### config.mk
export PLATFORM = sky130hd
export DESIGN_NAME = pipeline_run_ctrl
export DESIGN_NICKNAME = d
export VERILOG_FILES = /design/src/rtl/pipeline_dbg_pkg.sv /design/src/rtl/dbg_down_counter.sv /design/src/rtl/pipeline_run_ctrl.sv
export SDC_FILE = /design/constraint.sdc
export NUM_CORES = 1
export LEC_CHECK = 0
export CORE_MARGIN = 3
export CORE_UTILIZATION = 34
export CTS_CLUSTER_SIZE = 14
export DETAILED_ROUTE_END_ITERATION = 8
export GPL_ROUTABILITY_DRIVEN = 0
export PLACE_DENSITY = 0.72
export SYNTH_ARGS = -nofsm -noshare
export SYNTH_HDL_FRONTEND = slang
export SYNTH_SLANG_ARGS = --single-unit
### constraint.sdc
create_clock -name clock -period 2.5 [get_ports clock]
set_clock_uncertainty 0.1 [all_clocks]
set_input_delay 0.25 -clock clock [delete_from_list [all_inputs] [get_ports clock]]
set_output_delay 0.25 -clock clock [all_outputs]
set_load 0.02 [all_outputs]
### src/rtl/pipeline_dbg_pkg.sv
// Shared encodings for the pipeline run/halt/step controller.
package pipeline_dbg_pkg;

  localparam int unsigned PIPE_DEPTH_DEF = 5;

  typedef enum logic [1:0] {
    ST_HALTED = 2'd0,
    ST_RUN    = 2'd1,
    ST_STEP   = 2'd2,
    ST_DRAIN  = 2'd3
  } run_state_e;

  localparam logic [1:0] OP_NOP  = 2'b00;
  localparam logic [1:0] OP_RUN  = 2'b01;
  localparam logic [1:0] OP_STEP = 2'b10;
  localparam logic [1:0] OP_HALT = 2'b11;

  localparam logic [1:0] CAUSE_NONE  = 2'd0;
  localparam logic [1:0] CAUSE_HOST  = 2'd1;
  localparam logic [1:0] CAUSE_BREAK = 2'd2;
  localparam logic [1:0] CAUSE_STEP  = 2'd3;

endpackage

### src/rtl/dbg_down_counter.sv
// Loadable down counter with a registered "count is one" flag; stops at zero.
module dbg_down_counter #(
  parameter int unsigned W = 8
) (
  input  logic         clock,
  input  logic         reset,
  input  logic         load,
  input  logic [W-1:0] load_val,
  input  logic         dec,
  output logic         is_one
);

  logic [W-1:0] count;

  // is_one tracks the value count will hold, so it is ready in the same cycle
  always_ff @(posedge clock) begin
    if (reset) begin
      count  <= '0;
      is_one <= 1'b0;
    end else if (load) begin
      count  <= load_val;
      is_one <= (load_val == W'(1));
    end else if (dec && (count != '0)) begin
      count  <= count - W'(1);
      is_one <= (count == W'(2));
    end
  end

endmodule

### src/rtl/pipeline_run_ctrl.sv
// Run/halt/single-step controller: gates the pipeline stage enable, drains
// in-flight instructions on a halt, and keeps cycle/retire counters.
module pipeline_run_ctrl
  import pipeline_dbg_pkg::*;
#(
  parameter int unsigned PIPE_DEPTH = PIPE_DEPTH_DEF,
  parameter int unsigned STEP_W     = 16,
  parameter int unsigned CNT_W      = 32,
  parameter bit          AUTO_RUN   = 1'b1
) (
  input  logic              clock,
  input  logic              reset,
  input  logic              cmd_valid,
  input  logic [1:0]        cmd_op,
  input  logic [STEP_W-1:0] cmd_arg,
  output logic              cmd_ready,
  input  logic              bp_en,
  input  logic [31:0]       bp_addr,
  input  logic [31:0]       if_pc,
  input  logic              wb_valid,
  input  logic              cnt_clr,
  output logic              pipe_en,
  output logic              fetch_hold,
  output logic              halted,
  output logic [1:0]        halt_cause,
  output logic [CNT_W-1:0]  cycle_cnt,
  output logic [CNT_W-1:0]  retire_cnt
);

  localparam int unsigned        DRAIN_W     = $clog2(PIPE_DEPTH);
  localparam logic [DRAIN_W-1:0] DRAIN_LEN   = DRAIN_W'(PIPE_DEPTH - 1);
  localparam run_state_e         RESET_STATE = AUTO_RUN ? ST_RUN : ST_HALTED;

  run_state_e        state_q, state_d;
  logic              bp_skip;
  logic              step_one, drain_one;
  logic              cmd_acc_c, bp_match_c, bp_hit_c, halt_cmd_c;
  logic              step_load_c, drain_load_c, cause_we_c;
  logic [1:0]        cause_d;
  logic [STEP_W-1:0] step_arg_c;

  assign pipe_en    = (state_q != ST_HALTED);
  assign fetch_hold = (state_q == ST_DRAIN);
  assign halted     = (state_q == ST_HALTED);
  assign cmd_ready  = (state_q != ST_DRAIN);

  assign cmd_acc_c  = cmd_valid && cmd_ready;
  assign halt_cmd_c = cmd_acc_c && (cmd_op == OP_HALT);
  assign bp_match_c = (if_pc == bp_addr);
  assign bp_hit_c   = bp_en && bp_match_c && !bp_skip;
  assign step_arg_c = (cmd_arg == '0) ? STEP_W'(1) : cmd_arg;

  always_ff @(posedge clock) begin
    if (reset) state_q <= RESET_STATE;
    else       state_q <= state_d;
  end

  // Next state plus the load/cause strobes that accompany each transition
  always_comb begin
    state_d      = state_q;
    step_load_c  = 1'b0;
    drain_load_c = 1'b0;
    cause_we_c   = 1'b0;
    cause_d      = CAUSE_NONE;
    case (state_q)
      ST_HALTED: begin
        if (cmd_acc_c && (cmd_op == OP_RUN)) begin
          state_d = ST_RUN;
        end else if (cmd_acc_c && (cmd_op == OP_STEP)) begin
          state_d     = ST_STEP;
          step_load_c = 1'b1;
        end
      end
      ST_RUN: begin
        if (bp_hit_c) begin
          state_d      = ST_DRAIN;
          drain_load_c = 1'b1;
          cause_we_c   = 1'b1;
          cause_d      = CAUSE_BREAK;
        end else if (halt_cmd_c) begin
          state_d      = ST_DRAIN;
          drain_load_c = 1'b1;
          cause_we_c   = 1'b1;
          cause_d      = CAUSE_HOST;
        end
      end
      ST_STEP: begin
        if (halt_cmd_c) begin
          state_d      = ST_DRAIN;
          drain_load_c = 1'b1;
          cause_we_c   = 1'b1;
          cause_d      = CAUSE_HOST;
        end else if (step_one) begin
          state_d    = ST_HALTED;
          cause_we_c = 1'b1;
          cause_d    = CAUSE_STEP;
        end
      end
      ST_DRAIN: begin
        if (drain_one) state_d = ST_HALTED;
      end
      default: state_d = ST_HALTED;
    endcase
  end

  dbg_down_counter #(.W(STEP_W)) u_step_cnt (
    .clock    (clock),
    .reset    (reset),
    .load     (step_load_c),
    .load_val (step_arg_c),
    .dec      (state_q == ST_STEP),
    .is_one   (step_one)
  );

  dbg_down_counter #(.W(DRAIN_W)) u_drain_cnt (
    .clock    (clock),
    .reset    (reset),
    .load     (drain_load_c),
    .load_val (DRAIN_LEN),
    .dec      (state_q == ST_DRAIN),
    .is_one   (drain_one)
  );

  always_ff @(posedge clock) begin
    if (reset)           halt_cause <= CAUSE_NONE;
    else if (cause_we_c) halt_cause <= cause_d;
  end

  // Resuming at the breakpoint PC must not re-trigger until fetch moves off it
  always_ff @(posedge clock) begin
    if (reset)
      bp_skip <= 1'b0;
    else if ((state_q == ST_HALTED) && cmd_acc_c && (cmd_op == OP_RUN))
      bp_skip <= bp_match_c;
    else if ((state_q == ST_RUN) && !bp_match_c)
      bp_skip <= 1'b0;
  end

  always_ff @(posedge clock) begin
    if (reset || cnt_clr) begin
      cycle_cnt  <= '0;
      retire_cnt <= '0;
    end else if (pipe_en) begin
      cycle_cnt <= cycle_cnt + CNT_W'(1);
      if (wb_valid) retire_cnt <= retire_cnt + CNT_W'(1);
    end
  end

endmodule

==> flow_metrics.py <==
metrics = {
    "worst_setup_path": {
        "cp.required_ps": 2650,
        "worstPathArrival_ps": 2520,
        "cp_num_cells": 6,
        "crit_start": "u_step_cnt.count[2]",
        "crit_buf_inv": 0,
        "ff2ff_path_depth": 6,
        "regToRegSetupSlack_ps": 130,
        "rr_endpoint": "u_step_cnt.count[10]",
        "cp-start-kind": "flip-flop",
        "endpoint": "u_step_cnt.count[10]",
        "cp-end-kind": "flip-flop",
        "path_delay_family": "simple AND/OR/NAND/NOR gates",
        "crit_slowest_cell": "or4_4",
        "reg2reg_from": "u_step_cnt.count[2]",
        "path_cells": "or4_4, or3_4, nor3_2, nand2_1, xor2_1, a211oi_1",
        "path_max_fanout": 6,
        "slowest_delay_ps": 590,
        "path_class": "reg -> reg",
    },
    "floorplan": {
        "fp.dieW_um": 124.0,
        "fp.dieArea_um2": 15360,
        "row_count": 42,
        "core_um2": 13400,
        "start_util_pct": 35.30,
        "boundaryPins": 158,
        "die_y_um": 124.0,
    },
    "synthesis": {
        "ys_ff_latch": 90,
        "synth_area_per_cell_um2": 8.539,
        "synth_nets": 654,
        "ys_types": 55,
        "async_flop_share_pct": 0,
        "yosys_warnings": 0,
        "synth_edf_count": 0,
        "syn_area_um2": 4731,
        "ys.flop_type": "dfxtp_1",
        "syn_inst": 554,
        "seq_area_frac_synth_pct": 38.09,
    },
    "global_routing": {
        "grt_use_total_pct": 16.36,
        "grt_antenna_before_repair": 0,
        "overflow": 0,
        "grt_pass1_vias": 4390,
        "grt_pass1_wl_um": 20160,
        "grt_max_degree": 65,
    },
    "sta": {
        "clock.fmax_mhz": 421.1,
        "holdWs_ps": 376.7,
        "slew_viol_final": 0,
        "fin_ws_ps": 125.0,
        "hold_viol": 0,
        "worstMarginPinSlew_ps": 1193,
        "rsz0062_at_grt": "yes",
        "setup_viol": 0,
        "layout_min_cycle_time_ps": 2375,
        "fin_crit_sh_pct": 95.00,
        "worst_slew_margin_rel_pct": 20.46,
    },
    "placed_design": {
        "dpl_worst_slack_ps": -23.96,
        "place_hpwl_um": 9815,
        "numPlacedInstances": 882,
        "dpl_cell_area_um2": 6524,
        "port_buffers": 157,
    },
    "clock_network": {
        "cts_tree": "built",
        "cts_buffers": 9,
        "clkTransAtPathRegs_ps": 60,
        "clock_path_buffers": 2,
        "clock_latency_ps": 340,
        "ctsHtreeMaxLevel": 3,
        "clock-sinks": 90,
        "cts-root-buf": "clkbuf_16",
    },
    "finish": {
        "nNetsFinal": 817,
        "final_common_cell": "clkdlybuf4s50_1",
        "syn_to_final_growth_pct": 44.12,
        "mostFrequentLayoutCells": "clkdlybuf4s50_1, nor2_1, dfxtp_1",
        "final_cell_area_um2": 6818,
        "insertedDiodeCount": 0,
        "drive_above_1_share_pct": 5.964,
        "finalNonFillerCells": 897,
    },
    "routing": {
        "drc": 0,
        "dr.pass1.iters": 5,
        "routed_wl_um": 12510,
        "post_drt_wl_per_cell_um": 13.95,
        "vias_per_cell": 4.991,
        "drtAntennaViolNets": 0,
        "vias": 4477,
        "dr.first_iter.drc_count": 232,
    },
    "outcome": {
        "status": "complete, no violations",
    },
    "job": {
        "maxCapViolCount": 0,
    },
    "power_and_ir_drop": {
        "power.leakage_nw": 2.419,
        "vdd_ir_drop_max_mv": 0.2983,
        "powerDensity_nw_per_um2": 502.1,
    },
    "hold_path": {
        "min_path_type": "in -> reg",
    },
}
[flip-flops by register name, summed over array words and instances, names as in the netlist]
name and count:
bp_skip 1, cycle_cnt 32, halt_cause 2, retire_cnt 32, state_q 2, u_drain_cnt.count 3
u_drain_cnt.is_one 1, u_step_cnt.count 16, u_step_cnt.is_one 1
[cells in the mapped netlist (6+ instances only)]
| cell type | n | share of area [%] |
|---|---|---|
| inv_1 | 19 | 1.5 |
| nand2_1 | 32 | 2.5 |
| or3_1 | 10 | 1.3 |
| xnor2_1 | 21 | 3.9 |
| nand4_1 | 22 | 2.9 |
| dfxtp_1 | 90 | 38 |
| a211oi_1 | 10 | 1.6 |
| and4_1 | 6 | 1.1 |
| ha_1 | 12 | 3.2 |
| xor2_1 | 78 | 14 |
| a21oi_1 | 19 | 2.0 |
| nand3_1 | 21 | 2.2 |
| nor2_1 | 90 | 7.1 |
| o21ai_0 | 13 | 1.4 |
| nor3_1 | 13 | 1.4 |
| clkbuf_1 | 9 | 0.71 |
| nor4_1 | 17 | 2.2 |
[worst register-to-register path, delay by kind of cell (launching register included)]
family          cells  cell delay, ps
simple gates        4            1440
flops               1             360
compound gates      1             240
xor+xnor            1             150
[worst min-delay path by stage]
stage	start	end	slack (ps)	cells past startpoint
2_1_floorplan	cmd_arg[0]	u_step_cnt.count[0]	290	2
3_3_place_gp	retire_cnt[15]	retire_cnt[15]	380	2
3_5_place_dp	cycle_cnt[21]	cycle_cnt[21]	400	2
4_1_cts	cmd_arg[0]	u_step_cnt.count[0]	370	3
5_1_grt	cmd_arg[0]	u_step_cnt.count[0]	380	3
6_report	cmd_arg[0]	u_step_cnt.count[0]	380	3
[per-stage QoR]
stage,util [%],total power [mW],setup TNS [ps]
floorplan,-,1.856,0
global placement,48.68,2.110,0
detailed placement,48.68,2.137,-45.78
CTS,50.81,3.461,0
global route,50.88,3.590,0
finish,50.88,3.423,0
[layout make-up]
| class | count | area (um^2) |
|---|---|---|
| clock buffers | 10 | 229.0 |
| clock inverters | 5 | 56.30 |
| fillers | 1248 | 6583 |
| inverters | 19 | 71.32 |
| multi-input cells | 427 | 2770 |
| flip-flops and latches | 90 | 1802 |
| well taps | 176 | 220.2 |
| repair buffers | 170 | 1669 |
[what timing repair did]
item / 4_1_cts / 5_1_grt
buffers inserted: 0 / 0
hold buffers: 0 / 0
setup endpoints to repair: 0 / 4
gates resized for setup: 0 / 2
[routing by layer]
metal  track usage (%)  share of wire (%)
met1             19.07                 42
met2             28.79                 50
met3             4.814                6.5
met4             5.202                1.3
met5                 0                  0
[power breakdown]
group / leakage [nW] / internal (mW) / switching (mW)
combinational: 1.56 / 0.313 / 0.301
clock: 0.138 / 0.767 / 0.550
sequential: 0.726 / 1.46 / 0.0294
total: 2.42 / 2.54 / 0.880
[kinds of logic (layout without fill, tap and decap cells)]
logic type	Yosys count	after routing	synth area share [%]
AO/OA/AOI/OAI	61	61	8.410
XOR/XNOR	99	99	18.33
multiplexers	7	7	1.534
adder cells (fa/ha/maj)	12	12	3.174
buffers and inverters	37	204	3.597
AND/OR/NAND/NOR	248	248	26.87
flip-flops	90	90	38.09
(Power assumes the default switching activity.)
